--- config.mk ---
export PLATFORM = sky130hd
export DESIGN_NAME = bp_byte_fifo
export DESIGN_NICKNAME = d
export VERILOG_FILES = /design/src/rtl/bp_byte_fifo.sv
export SDC_FILE = /design/constraint.sdc
export NUM_CORES = 1
export LEC_CHECK = 0
export ABC_CLOCK_PERIOD_IN_PS = 9880
export CAP_MARGIN = 40
export CORE_MARGIN = 2
export CORE_UTILIZATION = 55
export DETAILED_ROUTE_END_ITERATION = 7
export PLACE_DENSITY = 0.78
export SLEW_MARGIN = 15
export SYNTH_ARGS = -nofsm -noshare
export SYNTH_HDL_FRONTEND = slang
export SYNTH_SLANG_ARGS = --single-unit
--- constraint.sdc ---
create_clock -name i_clk -period 9.88 [get_ports i_clk]
set_clock_uncertainty 0.2 [all_clocks]
set_input_delay 1.482 -clock i_clk [delete_from_list [all_inputs] [get_ports i_clk]]
set_output_delay 1.482 -clock i_clk [all_outputs]
set_load 0.01 [all_outputs]
--- src/rtl/bp_byte_fifo.sv ---
// Byte-wide valid/ready FIFO: a (DEPTH-1)-entry RAM feeding a registered output stage,
// with a bypass into the output register when the RAM is empty.
module bp_byte_fifo #(
   parameter int DEPTH     = 64,
   parameter int HIGHWATER = 56
) (
   input  logic                       i_clk,
   input  logic                       i_rst_n,
   input  logic                       i_flush,
   input  logic [7:0]                 i_data,
   input  logic                       i_valid,
   output logic                       o_ready,
   output logic [7:0]                 o_data,
   output logic                       o_valid,
   input  logic                       i_ready,
   output logic [$clog2(DEPTH+1)-1:0] o_nEntries,
   output logic                       o_highWater
);

   localparam int CW    = $clog2(DEPTH+1);
   localparam int RAM_D = DEPTH - 1;
   localparam int PW    = (RAM_D > 1) ? $clog2(RAM_D) : 1;
   localparam logic [PW-1:0] PTR_LAST = PW'(RAM_D - 1);
   localparam logic [CW-1:0] FULL     = CW'(DEPTH);
   localparam logic [CW-1:0] HW       = CW'(HIGHWATER);

   logic [7:0]    mem [RAM_D];
   logic [PW-1:0] wr_ptr, rd_ptr;
   logic [CW-1:0] count, count_nxt;
   logic [7:0]    data_q;
   logic          valid_q, run, hw_q;
   logic          push, pop, out_free, ram_empty, load_ram, load_byp, ram_wr;

   // Pointers wrap by explicit compare so DEPTH-1 need not be a power of two.
   function automatic logic [PW-1:0] next_ptr(input logic [PW-1:0] p);
      return (p == PTR_LAST) ? '0 : p + PW'(1);
   endfunction

   assign o_ready     = run & (count != FULL) & ~i_flush;
   assign o_valid     = valid_q & ~i_flush;
   assign o_data      = data_q;
   assign o_nEntries  = count;
   assign o_highWater = hw_q;

   assign push      = i_valid & o_ready;
   assign pop       = o_valid & i_ready;
   assign out_free  = ~valid_q | pop;
   // The output register counts as one entry whenever it holds a byte.
   assign ram_empty = (count - CW'(valid_q)) == '0;
   assign load_ram  = out_free & ~ram_empty;
   assign load_byp  = out_free & ram_empty & push;
   assign ram_wr    = push & ~load_byp;
   assign count_nxt = count + CW'(push) - CW'(pop);

   always_ff @(posedge i_clk or negedge i_rst_n) begin
      if (!i_rst_n) begin
         run     <= 1'b0;
         valid_q <= 1'b0;
         data_q  <= 8'h00;
         wr_ptr  <= '0;
         rd_ptr  <= '0;
         count   <= '0;
         hw_q    <= 1'b0;
      end else if (i_flush) begin
         run     <= 1'b1;
         valid_q <= 1'b0;
         wr_ptr  <= '0;
         rd_ptr  <= '0;
         count   <= '0;
         hw_q    <= 1'b0;
      end else begin
         run   <= 1'b1;
         count <= count_nxt;
         hw_q  <= (count_nxt >= HW);
         if (ram_wr)
            wr_ptr <= next_ptr(wr_ptr);
         if (out_free)
            valid_q <= load_ram | load_byp;
         if (load_ram) begin
            data_q <= mem[rd_ptr];
            rd_ptr <= next_ptr(rd_ptr);
         end else if (load_byp) begin
            data_q <= i_data;
         end
      end
   end

   // Storage array carries no reset; only the pointers define its contents.
   always_ff @(posedge i_clk) begin
      if (ram_wr)
         mem[wr_ptr] <= i_data;
   end

endmodule

==> results of run 1 <==
[metal layers]
layer	wire length, um	GRT usage
met1	20030	0.3567
met2	25000	0.4065
met3	5926	0.05689
met4	2135	0.1082
met5	0	0
[kinds of logic (layout without fill, tap and decap cells)]
kind of cell | after synthesis | after routing | synth area share
simple gates | 247 | 247 | 0.05623
other cells | 1 | 1 | 0.0001718
xor+xnor | 7 | 7 | 0.002809
mux | 202 | 202 | 0.1207
fa+ha+maj | 18 | 18 | 0.01066
buf+inv | 95 | 196 | 0.02270
flops | 534 | 534 | 0.7277
compound gates | 182 | 182 | 0.05909
[final timing paths]
path	start	endpoint	cells after the start	slack [ns]
max	i_flush	o_ready	4	4.48
min in group asynchronous	i_rst_n	o_data[6]$_DFFE_PN0P_	2	1.12
max in group asynchronous	i_rst_n	rd_ptr[0]$_DFFE_PN0P_	2	8.02
max reg2reg	rd_ptr[1]$_DFFE_PN0P_	o_data[0]$_DFFE_PN0P_	7	5.66
min reg2reg	o_data[0]$_DFFE_PN0P_	o_data[0]$_DFFE_PN0P_	1	0.31
min	o_data[0]$_DFFE_PN0P_	o_data[0]$_DFFE_PN0P_	1	0.31
[critical path, delay by kind of cell]
| family | cells | cell delay (ns) |
|---|---|---|
| compound gates | 1 | 0.27 |
| buf+inv | 3 | 1.96 |
[cells in the mapped netlist, types with 14 or more instances]
library cell,n
edfxtp_1,504
mux2i_1,154
nor2_1,56
nand2_1,54
a22oi_1,44
mux4_2,41
a21oi_1,35
nand3_1,34
dfrtp_1,30
clkbuf_1,29
a211oi_1,24
nor3_1,23
buf_2,22
nor2b_1,22
inv_1,18
ha_1,17
o22ai_1,14
[final cells by class]
class                      count  area [um^2]  share of cell area
clock inverter                25        197.7            0.008110
sequential                   534        15890              0.6521
inverter                      20        75.07            0.003080
clock buffer                  64         1325             0.05436
multi-input combinational    657         5505              0.2259
tap                          518        648.1             0.02659
timing repair buffer          87        729.5             0.02993
[state kept, by name, indices dropped and copies added, names as in the netlist]
signal and count:
mem 504, o_data 8, o_nEntries 7, rd_ptr 6, wr_ptr 6, o_highWater 1
run 1, valid_q 1
[report_power, final]
group / internal [mW] / total, mW / leakage, nW / switching [mW]
Combinational: 0.361 / 0.814 / 2.16 / 0.453
Sequential: 2.51 / 2.57 / 4.91 / 0.0600
Clock: 1.02 / 1.80 / 0.744 / 0.781
Total: 3.89 / 5.18 / 7.82 / 1.29
[cell usage in the layout, fill, tap and decap left out, types with 24 or more instances in the layout]
| cell | netlist | final |
|---|---|---|
| nand3_1 | 34 | 34 |
| buf_4 | 7 | 25 |
| nand2_1 | 54 | 54 |
| nor2_1 | 56 | 56 |
| buf_2 | 22 | 29 |
| a22oi_1 | 44 | 44 |
| mux2i_1 | 154 | 154 |
| a211oi_1 | 24 | 24 |
| mux4_2 | 41 | 41 |
| a21oi_1 | 35 | 35 |
| dfrtp_1 | 30 | 27 |
| edfxtp_1 | 504 | 504 |
| clkbuf_16 | 0 | 51 |
==> results_dict.tcl, run 1 <==
set metrics [dict create \
    placed_area_mm2 0.02271 \
    gp_congestion 0.8885 \
    worst-setup-path-type "in -> out" \
    worstPathRequired_ns 8.20 \
    post_drt_wl_per_cell_um 27.87 \
    ys_seq_area_frac 0.7277 \
    ys_seq_elements 534 \
    cts_tree "built" \
    fillers 2682 \
    layoutNonFillerInstCount 1905 \
    cellLeakagePower_nw 7.818 \
    synth_top_area_share 0.6933 \
    p_per_area_mw_per_mm2 212.7 \
    holdBufCountCts 0 \
    vias 12350 \
    setup_violations 0 \
    final_core_util 0.6263 \
    critPathMaxStageDelay_ns 0.98 \
    maxSlewHeadroom 0.3889 \
    yosys_warnings 0 \
    arrival_ns 3.72 \
    crit_fanout 20 \
    start_util 0.5609 \
    yosys.area.top_type "edfxtp_1" \
    drt-total-wl_um 53090 \
    diodes 0 \
    first_iter_violations 1615 \
    status "finished, final reports clean" \
    syn-num-nets 1317 \
    ys_top_cells_by_area "edfxtp_1 (69%), mux2i_1 (7.1%), mux4_2 (4.2%), dfrtp_1 (3.4%), a22oi_1 (1.5%)" \
    area_growth_pct 11.66 \
    max_freq_mhz 185.2 \
    finalSetupTns_ns 0 \
    coreArea_mm2 0.03892 \
    grt_max_degree 65 \
    whs_ns 0.3055 \
    cts.sinks 534 \
    synth_area_per_cell_um2 16.97 \
    track_usage 0.2595 \
    crit_chain "clkdlybuf4s50_1, clkinv_1, o311a_1, clkdlybuf4s50_1" \
    cts_made_buffers 49 \
    final.min_clock_period_ns 5.400 \
    clock_latency_ns 0.57 \
    peakVddDrop_v 0.0001244 \
    rsz0062_at_grt "no" \
    ctsResizeCount 0 \
    netlist_area_mm2 0.02183 \
    hold_viol_final 0 \
    root_buffer "clkbuf_16" \
    maxCapViolCount 0 \
    crit_slowest_cell "clkdlybuf4s50_1" \
    die_h_um 203.2 \
    cts_buffer_depth 3 \
    dieArea_mm2 0.04130 \
    final_cell_area_mm2 0.02437 \
    critPathCaptureType "primary output" \
    hp-class "reg -> reg" \
    layout-drive-gt1-share 0.1406 \
    antenna_found_initial 0 \
    startpoint_type "input pin" \
    num_rows 72 \
    ant_nets 0 \
    synthCells 1286 \
    grt-ovfl-total 0 \
    clk_pin_slew_ns 0.06 \
    ys_types 60 \
    cts_setup_buffers 0 \
    die_w_um 203.2 \
    slew_viol_final 0 \
    dpl.hpwl_um 31590 \
    synth_ff_type "edfxtp_1" \
    tightest_slew_ns 0.9166 \
    pre_cts_slack_ns 4.011 \
    port_buffers 30 \
    finalWorstSetupSlack_ns 4.480 \
    routed_via_density 6.481 \
    synth_async_sr_flop_share 0.05618 \
    htreeDepth 2 \
    drcViolationCount 0 \
    ios 31 \
    finish.net_count 1380 \
    cpMostUsedCell "clkdlybuf4s50_1" \
    place_inst 1800 \
    grt_pass1_wl_um 78490 \
    fin_crit_sh 0.5465 \
    finalPower_mw 5.184 \
    grt_pass1_vias 12230 \
    firstDrtPassIters 8 \
    synth_edf_count 504 \
]
Power figures use the tool's default switching activity.
==> run 2, diff against run 1 <==
--- a/config.mk
+++ b/config.mk
@@ -5,12 +5,12 @@
 export SDC_FILE = /design/constraint.sdc
 export NUM_CORES = 1
 export LEC_CHECK = 0
-export ABC_CLOCK_PERIOD_IN_PS = 9880
+export ABC_CLOCK_PERIOD_IN_PS = 4700
 export CAP_MARGIN = 40
 export CORE_MARGIN = 2
 export CORE_UTILIZATION = 55
 export DETAILED_ROUTE_END_ITERATION = 7
-export PLACE_DENSITY = 0.78
+export PLACE_DENSITY = 0.81
 export SLEW_MARGIN = 15
 export SYNTH_ARGS = -nofsm -noshare
 export SYNTH_HDL_FRONTEND = slang
==> constraint.sdc (replaced) <==
create_clock -name i_clk -period 4.7 [get_ports i_clk]
set_clock_uncertainty 0.2 [all_clocks]
set_input_delay 0.705 -clock i_clk [delete_from_list [all_inputs] [get_ports i_clk]]
set_output_delay 0.705 -clock i_clk [all_outputs]
set_load 0.01 [all_outputs]
==> run 2 against run 1 <==
  * Design area up 0.62%
  * Worst hold slack worse by 0.014 ns
  * Register-to-register slack worse by 4.8 ns
  * Largest cell class unchanged
  * Non-clock buffer count up 7
  * Critical path depth up 13
  * Total power up 110%
  * Critical path type is now reg -> reg
  * Sequential share of layout area down 0.40 points
  * Highest routed layer unchanged
  * Clock power up 120%
  * Via count down 0.58%
  * Wire length down 4.0%
  * Sequential power up 110%
==> results_dict.tcl, run 2 (synthesis gave the netlist of run 1 again) <==
set metrics [dict create \
    status "finished, final reports clean" \
    tightest_slew_ns 0.9963 \
    antenna_found_initial 0 \
    slew_viol_final 0 \
    rsz0062_at_grt "no" \
    hold_viol_final 0 \
    cpMostUsedCell "inv_1" \
    layout-drive-gt1-share 0.1477 \
    grt_pass1_vias 12260 \
    ios 31 \
    final_common_cell "edfxtp_1" \
    worstPathRequired_ns 4.96 \
    dpl.hpwl_um 32070 \
    routed_via_density 6.417 \
    cts_made_buffers 50 \
    cts_tree "built" \
    drt-total-wl_um 50940 \
    post_drt_wl_per_cell_um 26.63 \
    final_core_util 0.6302 \
    grt-ovfl-total 0 \
    ctsResizeCount 0 \
    placed_area_mm2 0.02293 \
    holdBufCountCts 0 \
    cts_setup_buffers 0 \
    port_buffers 30 \
    route.met2.wl_um 24360 \
    setup_violations 0 \
    coreArea_mm2 0.03892 \
    crit_slowest_cell "dfrtp_1" \
    track_usage 0.2523 \
    maxCapViolCount 0 \
    root_buffer "clkbuf_16" \
    die_h_um 203.2 \
    crit_chain "inv_1, ha_1, nand2b_1, o311a_1, and2_1, inv_1, ha_1, inv_1, ha_1, inv_1, fa_1, o21bai_1, a21oi_1, o21bai_1, a21oi_1, xnor2_1, o2bb2ai_1" \
    critPathCaptureType "register" \
    finalPower_mw 11.05 \
    fin_crit_sh 0.8100 \
    ant_nets 0 \
    cts_buffer_depth 3 \
    startpoint_type "register" \
    final.min_clock_period_ns 3.807 \
    layout_common_cells "edfxtp_1 (504), mux2i_1 (154), nor2_1 (56)" \
    top_layer "met4" \
    diodes 0 \
    maxSlewHeadroom 0.3344 \
    gp_congestion 0.9250 \
    peakVddDrop_v 0.0002448 \
    cellLeakagePower_nw 7.885 \
    finalSetupTns_ns 0 \
    finish.net_count 1388 \
    largest_register_ffs 504 \
    htreeDepth 2 \
    first_iter_violations 1574 \
    worst-setup-path-type "reg -> reg" \
    critPathMaxStageDelay_ns 0.47 \
    grt_pass1_wl_um 77000 \
    area_growth_pct 12.35 \
    grt_max_degree 65 \
    final_cell_area_mm2 0.02452 \
    die_w_um 203.2 \
    vias 12280 \
    dieArea_mm2 0.04130 \
    clock_latency_ns 0.58 \
    num_rows 72 \
    firstDrtPassIters 6 \
    place_inst 1823 \
    hp-class "reg -> reg" \
    start_util 0.5609 \
    met1Wirelength_um 19450 \
    cts.sinks 534 \
    crit_fanout 11 \
    arrival_ns 4.07 \
    drcViolationCount 0 \
    wl_met3_um 5382 \
    clk_pin_slew_ns 0.06 \
    max_freq_mhz 262.7 \
    layoutNonFillerInstCount 1913 \
    p_per_area_mw_per_mm2 450.6 \
    largest_register "mem" \
]
-- run 2: cell count changes in the layout (fill, tap and decap cells not counted), moves of 4 or more --
cell | before | now
buf_2 | 29 | 13
buf_4 | 25 | 52
buf_12 | 1 | 6
clkbuf_1 | 13 | 5
clkbuf_2 | 4 | 0
-- run 2: cell type report --
| cell class | instances | area, um^2 |
|---|---|---|
| Sequential cell | 534 | 15890 |
| Fill cell | 2625 | 14390 |
| Multi-Input combinational cell | 657 | 5494 |
| Clock buffer | 55 | 1270 |
| Timing Repair Buffer | 94 | 823.3 |
| Tap cell | 518 | 648.1 |
| Clock inverter | 35 | 320.3 |
| Inverter | 20 | 75.07 |
-- run 2: stage by stage --
step	worst slack, ns	hold slack, ns
final	0.8930	0.2911
after global routing	0.6150	0.3184
after CTS	0.8936	0.2977
after detailed placement	0.4881	0.2839
after global placement	0.5787	0.2782
after floorplan	1.147	0.2094
-- run 2: final timing paths --
path / start / endpoint / slack (ns) / cells past startpoint
worst max-delay path: o_nEntries[2]$_DFF_PN0_ / o_highWater$_DFF_PN0_ / 0.89 / 17
worst min-delay path: o_data[7]$_DFFE_PN0P_ / o_data[7]$_DFFE_PN0P_ / 0.29 / 1
worst max register to register: o_nEntries[2]$_DFF_PN0_ / o_highWater$_DFF_PN0_ / 0.89 / 17
worst min register to register: o_data[7]$_DFFE_PN0P_ / o_data[7]$_DFFE_PN0P_ / 0.29 / 1
max in group asynchronous: i_rst_n / rd_ptr[0]$_DFFE_PN0P_ / 3.65 / 2
min in group asynchronous: i_rst_n / o_data[6]$_DFFE_PN0P_ / 0.32 / 2
-- run 2: critical path, delay by kind of cell (launching register included) --
| kind | cells | cell delay, ns |
|---|---|---|
| DFF | 1 | 0.47 |
| xor gates and xnor gates | 1 | 0.22 |
| adders and majority gates | 4 | 1.11 |
| and+or+nand+nor | 2 | 0.52 |
| AOI/OAI and AO/OA | 6 | 0.79 |
| buffers and inverters | 4 | 0.37 |
-- run 2: routing by layer --
layer | vias to the layer above | global-route usage
met5 | - | 0
met4 | 0 | 0.08994
met3 | 130 | 0.05113
met2 | 729 | 0.4044
met1 | 6161 | 0.3479
li1 | 5255 | -
-- run 2: report_power, final --
part	leakage [nW]	internal [mW]	total (mW)	switching, mW
Sequential	4.91	5.27	5.41	0.143
Clock	0.779	2.23	3.95	1.72
Combinational	2.19	0.765	1.69	0.924
Total	7.88	8.26	11.0	2.79
